==> config.mk <==
export PLATFORM = sky130hd
export DESIGN_NAME = data_mem_arbiter
export DESIGN_NICKNAME = d
export VERILOG_FILES = /design/src/rtl/data_mem_arbiter.sv
export SDC_FILE = /design/constraint.sdc
export NUM_CORES = 1
export LEC_CHECK = 0
export CORE_MARGIN = 2
export CORE_UTILIZATION = 40
export CTS_BUF_LIST = sky130_fd_sc_hd__clkbuf_8
export CTS_CLUSTER_SIZE = 8
export DETAILED_ROUTE_END_ITERATION = 6
export PLACE_DENSITY = 0.89
export SETUP_SLACK_MARGIN = 0.15
export SLEW_MARGIN = 20
export SYNTH_ARGS = -nofsm -noshare
export SYNTH_HDL_FRONTEND = slang
export SYNTH_SLANG_ARGS = --single-unit
==> constraint.sdc <==
create_clock -name CLK -period 3 [get_ports CLK]
set_input_delay 0.6 -clock CLK [delete_from_list [all_inputs] [get_ports CLK]]
set_output_delay 0.6 -clock CLK [all_outputs]
set_load 0.01 [all_outputs]
==> src/rtl/data_mem_arbiter.sv <==
// data_mem_arbiter: shares one data_mem port between CPU (port 0) and DMA (port 1)
// with round-robin arbitration, lock for atomic RMW and in-order latency-matched responses.
module data_mem_arbiter #(
    parameter int DATA_WIDTH    = 32,
    parameter int ADDRESS_WIDTH = 9,
    parameter int RD_LATENCY    = 1
) (
    input  logic                     CLK,
    input  logic                     RST,
    input  logic                     req0_valid,
    output logic                     req0_ready,
    input  logic                     req0_we,
    input  logic                     req0_lock,
    input  logic [ADDRESS_WIDTH-1:0] req0_addr,
    input  logic [DATA_WIDTH-1:0]    req0_wdata,
    output logic                     rsp0_valid,
    output logic [DATA_WIDTH-1:0]    rsp0_rdata,
    input  logic                     req1_valid,
    output logic                     req1_ready,
    input  logic                     req1_we,
    input  logic                     req1_lock,
    input  logic [ADDRESS_WIDTH-1:0] req1_addr,
    input  logic [DATA_WIDTH-1:0]    req1_wdata,
    output logic                     rsp1_valid,
    output logic [DATA_WIDTH-1:0]    rsp1_rdata,
    output logic [ADDRESS_WIDTH-1:0] mem_A,
    output logic [DATA_WIDTH-1:0]    mem_WD,
    output logic                     mem_WE,
    input  logic [DATA_WIDTH-1:0]    mem_RD
);
    typedef enum logic [1:0] {ARB, LOCK0, LOCK1} state_t;

    state_t                  state_q, state_d;
    logic                    last_grant_q, last_grant_d;
    logic [RD_LATENCY-1:0]   pv_q, pv_d, pp_q, pp_d, pr_q, pr_d;
    logic [DATA_WIDTH-1:0]   rdata0_q, rdata0_d, rdata1_q, rdata1_d;
    logic                    gnt0, gnt1, accept, sel, sel_we, sel_lock;
    logic [DATA_WIDTH-1:0]   ret_data;

    always_comb begin
        gnt0 = 1'b0;
        gnt1 = 1'b0;
        case (state_q)
            LOCK0:   gnt0 = req0_valid;
            LOCK1:   gnt1 = req1_valid;
            default: begin
                gnt0 = req0_valid & (!req1_valid | last_grant_q);
                gnt1 = req1_valid & (!req0_valid | !last_grant_q);
            end
        endcase
        // ready must stay low for the whole reset assertion, not just after the edge
        gnt0 = gnt0 & RST;
        gnt1 = gnt1 & RST;
    end

    assign req0_ready = gnt0;
    assign req1_ready = gnt1;
    assign accept     = gnt0 | gnt1;
    assign sel        = gnt1;
    assign sel_we     = sel ? req1_we : req0_we;
    assign sel_lock   = sel ? req1_lock : req0_lock;
    assign mem_A      = accept ? (sel ? req1_addr : req0_addr) : '0;
    assign mem_WD     = accept ? (sel ? req1_wdata : req0_wdata) : '0;
    assign mem_WE     = accept & sel_we;

    always_comb begin
        state_d      = state_q;
        last_grant_d = last_grant_q;
        if (accept) begin
            last_grant_d = sel;
            state_d      = sel_lock ? (sel ? LOCK1 : LOCK0) : ARB;
        end
    end

    always_comb begin
        pv_d    = pv_q;
        pp_d    = pp_q;
        pr_d    = pr_q;
        pv_d[0] = accept;
        pp_d[0] = sel;
        pr_d[0] = !sel_we;
        for (int i = 1; i < RD_LATENCY; i++) begin
            pv_d[i] = pv_q[i-1];
            pp_d[i] = pp_q[i-1];
            pr_d[i] = pr_q[i-1];
        end
    end

    assign rsp0_valid = pv_q[RD_LATENCY-1] & !pp_q[RD_LATENCY-1];
    assign rsp1_valid = pv_q[RD_LATENCY-1] & pp_q[RD_LATENCY-1];
    assign ret_data   = pr_q[RD_LATENCY-1] ? mem_RD : '0;
    assign rdata0_d   = rsp0_valid ? ret_data : rdata0_q;
    assign rdata1_d   = rsp1_valid ? ret_data : rdata1_q;
    assign rsp0_rdata = rdata0_d;
    assign rsp1_rdata = rdata1_d;

    always_ff @(posedge CLK or negedge RST) begin
        if (!RST) begin
            state_q      <= ARB;
            last_grant_q <= 1'b1;
            pv_q         <= '0;
            pp_q         <= '0;
            pr_q         <= '0;
            rdata0_q     <= '0;
            rdata1_q     <= '0;
        end else begin
            state_q      <= state_d;
            last_grant_q <= last_grant_d;
            pv_q         <= pv_d;
            pp_q         <= pp_d;
            pr_q         <= pr_d;
            rdata0_q     <= rdata0_d;
            rdata1_q     <= rdata1_d;
        end
    end
endmodule
==> reports/qor.csv, run 1 <==
stage,metric,value,unit
power_and_ir_drop,Lkg Pwr,0.00274,uW
floorplanning,total core area,8260,um^2
floorplanning,Die X,96.7,um
critical_path,Worst EP required,2.40,ns
critical_path,launching element type of the critical path,flop,
clock_network,clk buf depth,2,
critical_path,Worst Setup SP,state_q[1],
route,drt wl/cell,18.3,um
logic_synthesis,area share of the largest cell type after synthesis,50.2,%
logic_synthesis,sequential-to-total area share from yosys stat,51.0,%
route,routed vias/inst,5.27,
placement,Placer Congestion,0.810,
logic_synthesis,YS warnings,0,
clock_network,clk_lat worst skew,0.33,ns
critical_path,WS Path Type,flop to output pin,
clock_network,CTS tree,built,
route,Post-route DRC,0,
sta,Final Hold Vio Count,0,
placement,I/O Buffers,231,
route,Vias,3809,
logic_synthesis,cells after synthesis,374,
route,Starting DRT DRC Count,141,
grt,met1 usage,27.7,%
critical_path,Crit path buffers/inverters,4,
critical_path,crit end category,output pin,
placement,dpl hpwl,9490,um
sta,RSZ-0062 raised after global routing,yes,
grt,vias in the first global route,3959,
critical_path,FF-to-FF Start,state_q[1],
sta,Min Hold Slack,0.495,ns
power_and_ir_drop,P per Cell Area,881,nW/um^2
grt,initial antenna violation count,3,
critical_path,R2R setup slack,1.02,ns
sta,count of final max-slew check failures,0,
floorplanning,Die ar.,9350,um^2
critical_path,CP arrival,2.21,ns
critical_path,Top delay family on crit path,buffers and inverters,
critical_path,critical path's slowest cell,dfrtp_1,
sta,setup violators final,0,
sta,worst clock skew,0.00694,ns
clock_network,clk root buf,clkbuf_8,
clock_network,CTS Hold Bufs,0,
logic_synthesis,synth top area cells,"dfrtp_1, nand2_1, a31o_1",
clock_network,H-tree depth,3,
job,max cap viols,0,
finish,layout cell share with drive strength beyond 1,16.7,%
floorplanning,IO Count,232,
logic_synthesis,number of register bits inferred by synthesis,70,
logic_synthesis,Post-Syn Area per Cell,9.19,um^2
sta,Max Clk Rate,0.356,GHz
grt,met2 usage,48.7,%
route,Pre-antenna DRT Iters,4,
clock_network,"Clk pin slew, worst setup/hold paths",0.07,ns
critical_path,Setup crit end,mem_WD[26],
sta,crit path time final,2.81,ns
worst_hold_path,Min-Delay Path Class,flop to flop,
sta,fin crit share,93.7,%
grt,layer with the highest usage,met2,
critical_path,crit-path cells,ha_4 -> o211ai_1 -> buf_4 -> or2_4 -> buf_4 -> buf_8 -> a31o_1 -> clkbuf_2,
grt,Total GRT Usage,26.8,%
floorplanning,Row Count,33,
logic_synthesis,Post-Syn Nets,498,
status,outcome,finished clean,
finish,# nets final,735,
logic_synthesis,synth unique cells,26,
floorplanning,effective utilization at floorplan,41.6,%
clock_network,CTS buffer count,9,
grt,gr ovfl total,0,
critical_path,reg2reg end,state_q[1],
critical_path,max incr delay on CP,0.41,ns
route,ANT nets after route,0,
sta,relative slew slack,41.6,%
logic_synthesis,Post-Syn Area,3440,um^2
finish,final cell utilization of the core,75.0,%
clock_network,Clock Sinks,70,
grt,global-route wire length before repair,20100,um
logic_synthesis,post-synth top area cell,dfrtp_1,
route,final WL,13200,um
critical_path,CP Depth,8,
power_and_ir_drop,worst vdd ir,0.413,mV
finish,synth-to-layout area growth,80.2,%
grt,largest net degree at the start of global routing,71,
critical_path,Worst R2R Path Depth,7,
sta,Worst-Margin Slew,0.876,ns
floorplanning,height of the die,96.7,um
critical_path,CP dominant cell by count,buf_4,
grt,met3 Use GR,5.71,%
critical_path,CP max FO,13,
-- power by group --
part	switching, uW	total [uW]	internal, uW
Sequential	118	1430	1320
Clock	339	803	463
Combinational	1580	3220	1640
Total	2040	5460	3420
-- per-layer routing --
metal / vias up / wire, um / share of wire [%]
met5: - / 0 / 0
met4: 0 / 677 / 5.1
met3: 38 / 716 / 5.4
met2: 161 / 7030 / 53
met1: 1824 / 4800 / 36
li1: 1786 / - / -
-- per-stage QoR --
| step | power [uW] | worst slack (ns) | TNS [ns] | instance area, um^2 | instances |
|---|---|---|---|---|---|
| floorplan | 2800 | 0.673 | 0 | 3440 | 374 |
| global placement | 4490 | -0.0950 | -2.06 | 5940 | 695 |
| detailed placement | 4600 | -0.118 | -2.30 | 5940 | 695 |
| CTS | 5430 | 0.0759 | 0 | 6200 | 716 |
| global route | 5800 | 0.0332 | 0 | 6190 | 723 |
| finish | 5460 | 0.190 | 0 | 6190 | 723 |
-- state kept, by name, indices dropped and copies added, names as in the netlist --
signal / cells
pr_q: 1
rdata1_q: 32
pp_q: 1
state_q: 2
rdata0_q: 32
last_grant_q: 1
pv_q: 1
-- worst min-delay path by stage --
stage / from / endpoint / slack, ns / depth (start not counted)
finish: rdata1_q[23] / rdata1_q[23] / 0.49 / 2
global route: rdata0_q[9] / rdata0_q[9] / 0.51 / 2
CTS: rdata0_q[9] / rdata0_q[9] / 0.50 / 2
detailed placement: rdata0_q[9] / rdata0_q[9] / 0.48 / 2
global placement: rdata0_q[27] / rdata0_q[27] / 0.47 / 2
floorplan: RST / pp_q / 0.30 / 0
-- cell families (layout without fill, tap and decap cells) --
logic type / count (synthesis) / in the layout / synth area share [%]
compound gates: 114 / 114 / 21.6
fa+ha+maj: 2 / 2 / 0.728
simple gates: 145 / 145 / 20.7
flops: 70 / 70 / 51.0
buf+inv: 42 / 283 / 5.72
mux: 1 / 1 / 0.328
other cells: 0 / 3 / 0
-- worst register-to-register path, cell delays in order, from the launching register on --
cell,delay (ns)
dfrtp_1,0.41
ha_4,0.29
o211ai_1,0.10
buf_4,0.17
or2_4,0.29
buf_4,0.16
buf_8,0.13
mux2_1,0.32
-- placed cells by master (no fill, tap or decap), drive strengths merged --
cell type      instances
a21o                   1
nand3                  1
buf                   39
clkbuf                39
o2bb2ai                1
clkinv                 2
nand3b                 1
clkdlybuf4s50        185
a31o                  41
diode                  3
dlymetal6s2s           1
clkinvlp               1
and3                   1
mux2                   1
dfstp                  1
o211ai                 1
o211a                  1
nor3b                 41
bufinv                 2
nand2                 99
inv                    8
a21oi                  2
dlygate4sd2            2
a21boi                 1
dfrtp                 69
ha                     2
clkdlybuf4s15          4
or2                    1
nand2b                 1
o21ai                 66
-- what timing repair did --
action                                 in CTS  in global routing
pin swaps                                   3                  3
gates resized for setup                    94                 62
setup endpoints to repair                  43                 43
gates cloned                                1                  3
setup buffers                               5                  1
endpoints found under the hold margin       0                  0
-- final cells by class --
type                       count  area (um^2)
clock buffer                   9          124
tap                          105          131
antenna                        3         7.51
sequential                    70         1750
clock inverter                 6         86.3
timing repair buffer         261         2530
multi-input combinational    262         1530
inverter                       7         26.3
fill                         567         2070
-- cells in the mapped netlist --
master     count
inv_1          6
mux2_1         1
buf_1          2
buf_6          5
o21ai_0       66
nor3b_1       41
a31o_2         3
o2bb2ai_1      1
nand3b_1       1
a21o_1         1
dfstp_2        1
or2_1          1
o211a_1        1
a31o_1        38
and3_1         1
buf_2          1
nand2b_1       1
a21boi_0       1
dfrtp_1       69
o211ai_1       1
clkinv_1       1
ha_1           2
nand3_1        1
nand2_1       99
clkbuf_1      27
a21oi_1        2
Note: power is estimated with default switching activity, not from simulation.
==> run 2, diff against run 1 <==
--- a/config.mk
+++ b/config.mk
@@ -6,11 +6,12 @@
 export NUM_CORES = 1
 export LEC_CHECK = 0
 export CORE_MARGIN = 2
-export CORE_UTILIZATION = 40
+export CORE_UTILIZATION = 37
 export CTS_BUF_LIST = sky130_fd_sc_hd__clkbuf_8
 export CTS_CLUSTER_SIZE = 8
 export DETAILED_ROUTE_END_ITERATION = 6
-export PLACE_DENSITY = 0.89
+export PLACE_DENSITY = 0.83
+export RECOVER_POWER = 25
 export SETUP_SLACK_MARGIN = 0.15
 export SLEW_MARGIN = 20
 export SYNTH_ARGS = -nofsm -noshare
==> constraint.sdc (replaced) <==
create_clock -name CLK -period 3.2 [get_ports CLK]
set_input_delay 0.64 -clock CLK [delete_from_list [all_inputs] [get_ports CLK]]
set_output_delay 0.64 -clock CLK [all_outputs]
set_load 0.01 [all_outputs]
==> run 2 against run 1 <==
Effect of this change:
- power down 7.5%
- sequential cell count unchanged
- via count down 3.8%
- clock-buffer cell count up 1
- sequential share of layout area down 0.15 points
- clock skew up 0.0049 ns
- critical path depth down 2
- global-route usage down 3.0 points
- die area up 7.8%
- highest routed layer unchanged
- critical path type is now input port to output pin
- routed wire length down 7.5%
- hold slack worse by 0.40 ns
- the flow now finishes with violations (max-capacitance violations, max-slew violations)
- sequential power down 6%
==> reports/qor.csv, run 2 (synthesis results as in run 1) <==
stage,metric,value,unit
status,outcome,"complete, but fails checks",
status,failing checks,"max-capacitance violations, max-slew violations",
critical_path,critical path's slowest cell,clkdlybuf4s50_1,
critical_path,Top delay family on crit path,buffers and inverters,
sta,RSZ-0062 raised after global routing,yes,
clock_network,H-tree depth,3,
critical_path,CP dominant cell by count,clkdlybuf4s50_1,
sta,crit path time final,3.04,ns
placement,Placer Congestion,0.831,
finish,# nets final,722,
clock_network,CTS buffer count,9,
floorplanning,Die ar.,10100,um^2
clock_network,Clock Sinks,70,
grt,Total GRT Usage,23.8,%
sta,Worst-Margin Slew,1.66,ns
finish,layout cell share with drive strength beyond 1,8.46,%
sta,setup violators final,0,
critical_path,crit-path cells,clkdlybuf4s50_1 -> and3_4 -> or2_4 -> buf_12 -> a31o_1 -> clkdlybuf4s50_1,
critical_path,Worst EP required,2.56,ns
grt,met2 usage,42.7,%
critical_path,WS Path Type,input port to output pin,
critical_path,max incr delay on CP,0.47,ns
sta,fin crit share,95.0,%
route,ANT nets after route,0,
worst_hold_path,Min-Delay Path Class,input port to asynchronous set/reset pin,
finish,"Design Area, Final",6220,um^2
finish,"commonest non-fill, non-tap cell in the layout",clkdlybuf4s50_1,
critical_path,CP max FO,22,
grt,global-route wire length before repair,18400,um
finish,synth-to-layout area growth,81.1,%
sta,relative slew slack,-10.9,%
sta,worst clock skew,0.0118,ns
finish,"commonest non-fill, non-tap cells in the layout","clkdlybuf4s50_1, nand2_1, dfrtp_1",
route,final WL,12200,um
power_and_ir_drop,Lkg Pwr,0.00284,uW
critical_path,FF-to-FF Start,state_q[0],
sta,count of final max-slew check failures,70,
grt,initial antenna violation count,2,
finish,final cell utilization of the core,68.3,%
floorplanning,IO Count,232,
critical_path,Crit path buffers/inverters,3,
finish,FILL cells,734,
placement,I/O Buffers,231,
placement,Worst Setup Slack post-DPL,0.0600,ns
critical_path,CP arrival,2.40,ns
critical_path,Worst R2R Path Depth,6,
sta,Final Hold Vio Count,0,
grt,met3 Use GR,5.92,%
floorplanning,effective utilization at floorplan,37.7,%
sta,Setup WS post-layout,0.159,ns
grt,gr ovfl total,0,
floorplanning,Die X,100,um
sta,Fin Setup TNS,0,ns
route,routed vias/inst,5.12,
critical_path,Worst Setup SP,req0_valid,
route,Pre-antenna DRT Iters,4,
critical_path,crit end category,output pin,
clock_network,CTS tree,built,
sta,Max Clk Rate,0.329,GHz
route,Vias,3665,
floorplanning,height of the die,100,um
job,max cap viols,1,
power_and_ir_drop,P per Cell Area,811,nW/um^2
critical_path,R2R setup slack,1.32,ns
route,Post-route DRC,0,
route,Starting DRT DRC Count,111,
placement,dpl cell area,5880,um^2
critical_path,reg2reg end,state_q[1],
clock_network,clk root buf,clkbuf_8,
clock_network,clk buf depth,2,
placement,dpl hpwl,9010,um
grt,layer with the highest usage,met2,
floorplanning,Row Count,35,
critical_path,launching element type of the critical path,input port,
clock_network,"Clk pin slew, worst setup/hold paths",0.08,ns
grt,largest net degree at the start of global routing,70,
grt,met1 usage,25.8,%
placement,placed cells,694,
power_and_ir_drop,worst vdd ir,0.340,mV
finish,biggest regs,"rdata0_q (32), rdata1_q (32), state_q (2)",
floorplanning,total core area,9110,um^2
route,drt wl/cell,17.1,um
clock_network,clk_lat worst skew,0.35,ns
grt,vias in the first global route,3679,
finish,Final Non-Filler Cells,716,
## run 2: changes by cell type in the layout (fill, tap and decap cells not counted), sizes merged
cell,delta
dlygate4sd2,+33
dlymetal6s2s,+5
bufbuf,+1
buf,-25
clkbuf,-26
clkdlybuf4s15,-4
dlygate4sd3,+23
clkinvlp,+1
diode,-1
inv,-1
clkdlybuf4s50,-19
## run 2: worst register-to-register path: cells and delay by family (launching register included)
family	cells	cell delay, ns
DFF	1	0.39
muxes	1	0.31
buffers and inverters	2	0.39
adders and majority gates	1	0.21
and+or+nand+nor	2	0.47
## run 2: layout make-up
cell class	instances	area (um^2)	share of cell area (%)
Timing Repair Buffer	248	2520	40.5
Sequential cell	70	1750	28.2
Multi-Input combinational cell	262	1550	24.9
Tap cell	111	139	2.23
Clock buffer	10	138	2.21
Clock inverter	6	92.6	1.49
Inverter	7	27.5	0.442
Antenna cell	2	5.00	0.0804
## run 2: where the power goes
group	internal, uW	switching (uW)	leakage, uW
Sequential	1230	112	0.000899
Combinational	1470	1420	0.00183
Clock	464	343	0.000109
Total	3170	1880	0.00284
## run 2: how the worst max path moves through the flow
stage	to	slack, ns	cells past startpoint
detailed placement	mem_A[8]	0.06	6
finish	mem_WD[8]	0.16	6
global route	mem_WD[8]	0.08	7
floorplan	mem_A[1]	0.83	8
global placement	mem_WE	0.1	6
CTS	mem_WD[31]	0.10	7
## run 2: metal layers
layer	wire length (um)	vias up
met5	0	-
met4	411	0
met3	869	30
met2	6490	151
met1	4470	1727
li1	-	1757
## run 2: what timing repair did
action	in CTS	in global routing
pin swaps	1	0
endpoints found under the setup margin	42	27
hold buffers	0	0
gates cloned	1	1
setup buffers	2	0
resized for setup	44	13
## run 2: metrics by stage
| step | total power [uW] | hold slack [ns] |
|---|---|---|
| 2_1_floorplan | 2630 | 0.344 |
| 3_3_place_gp | 4150 | 0.446 |
| 3_5_place_dp | 4230 | 0.447 |
| 4_1_cts | 5070 | 0.0623 |
| 5_1_grt | 5370 | 0.0849 |
| 6_report | 5050 | 0.0975 |
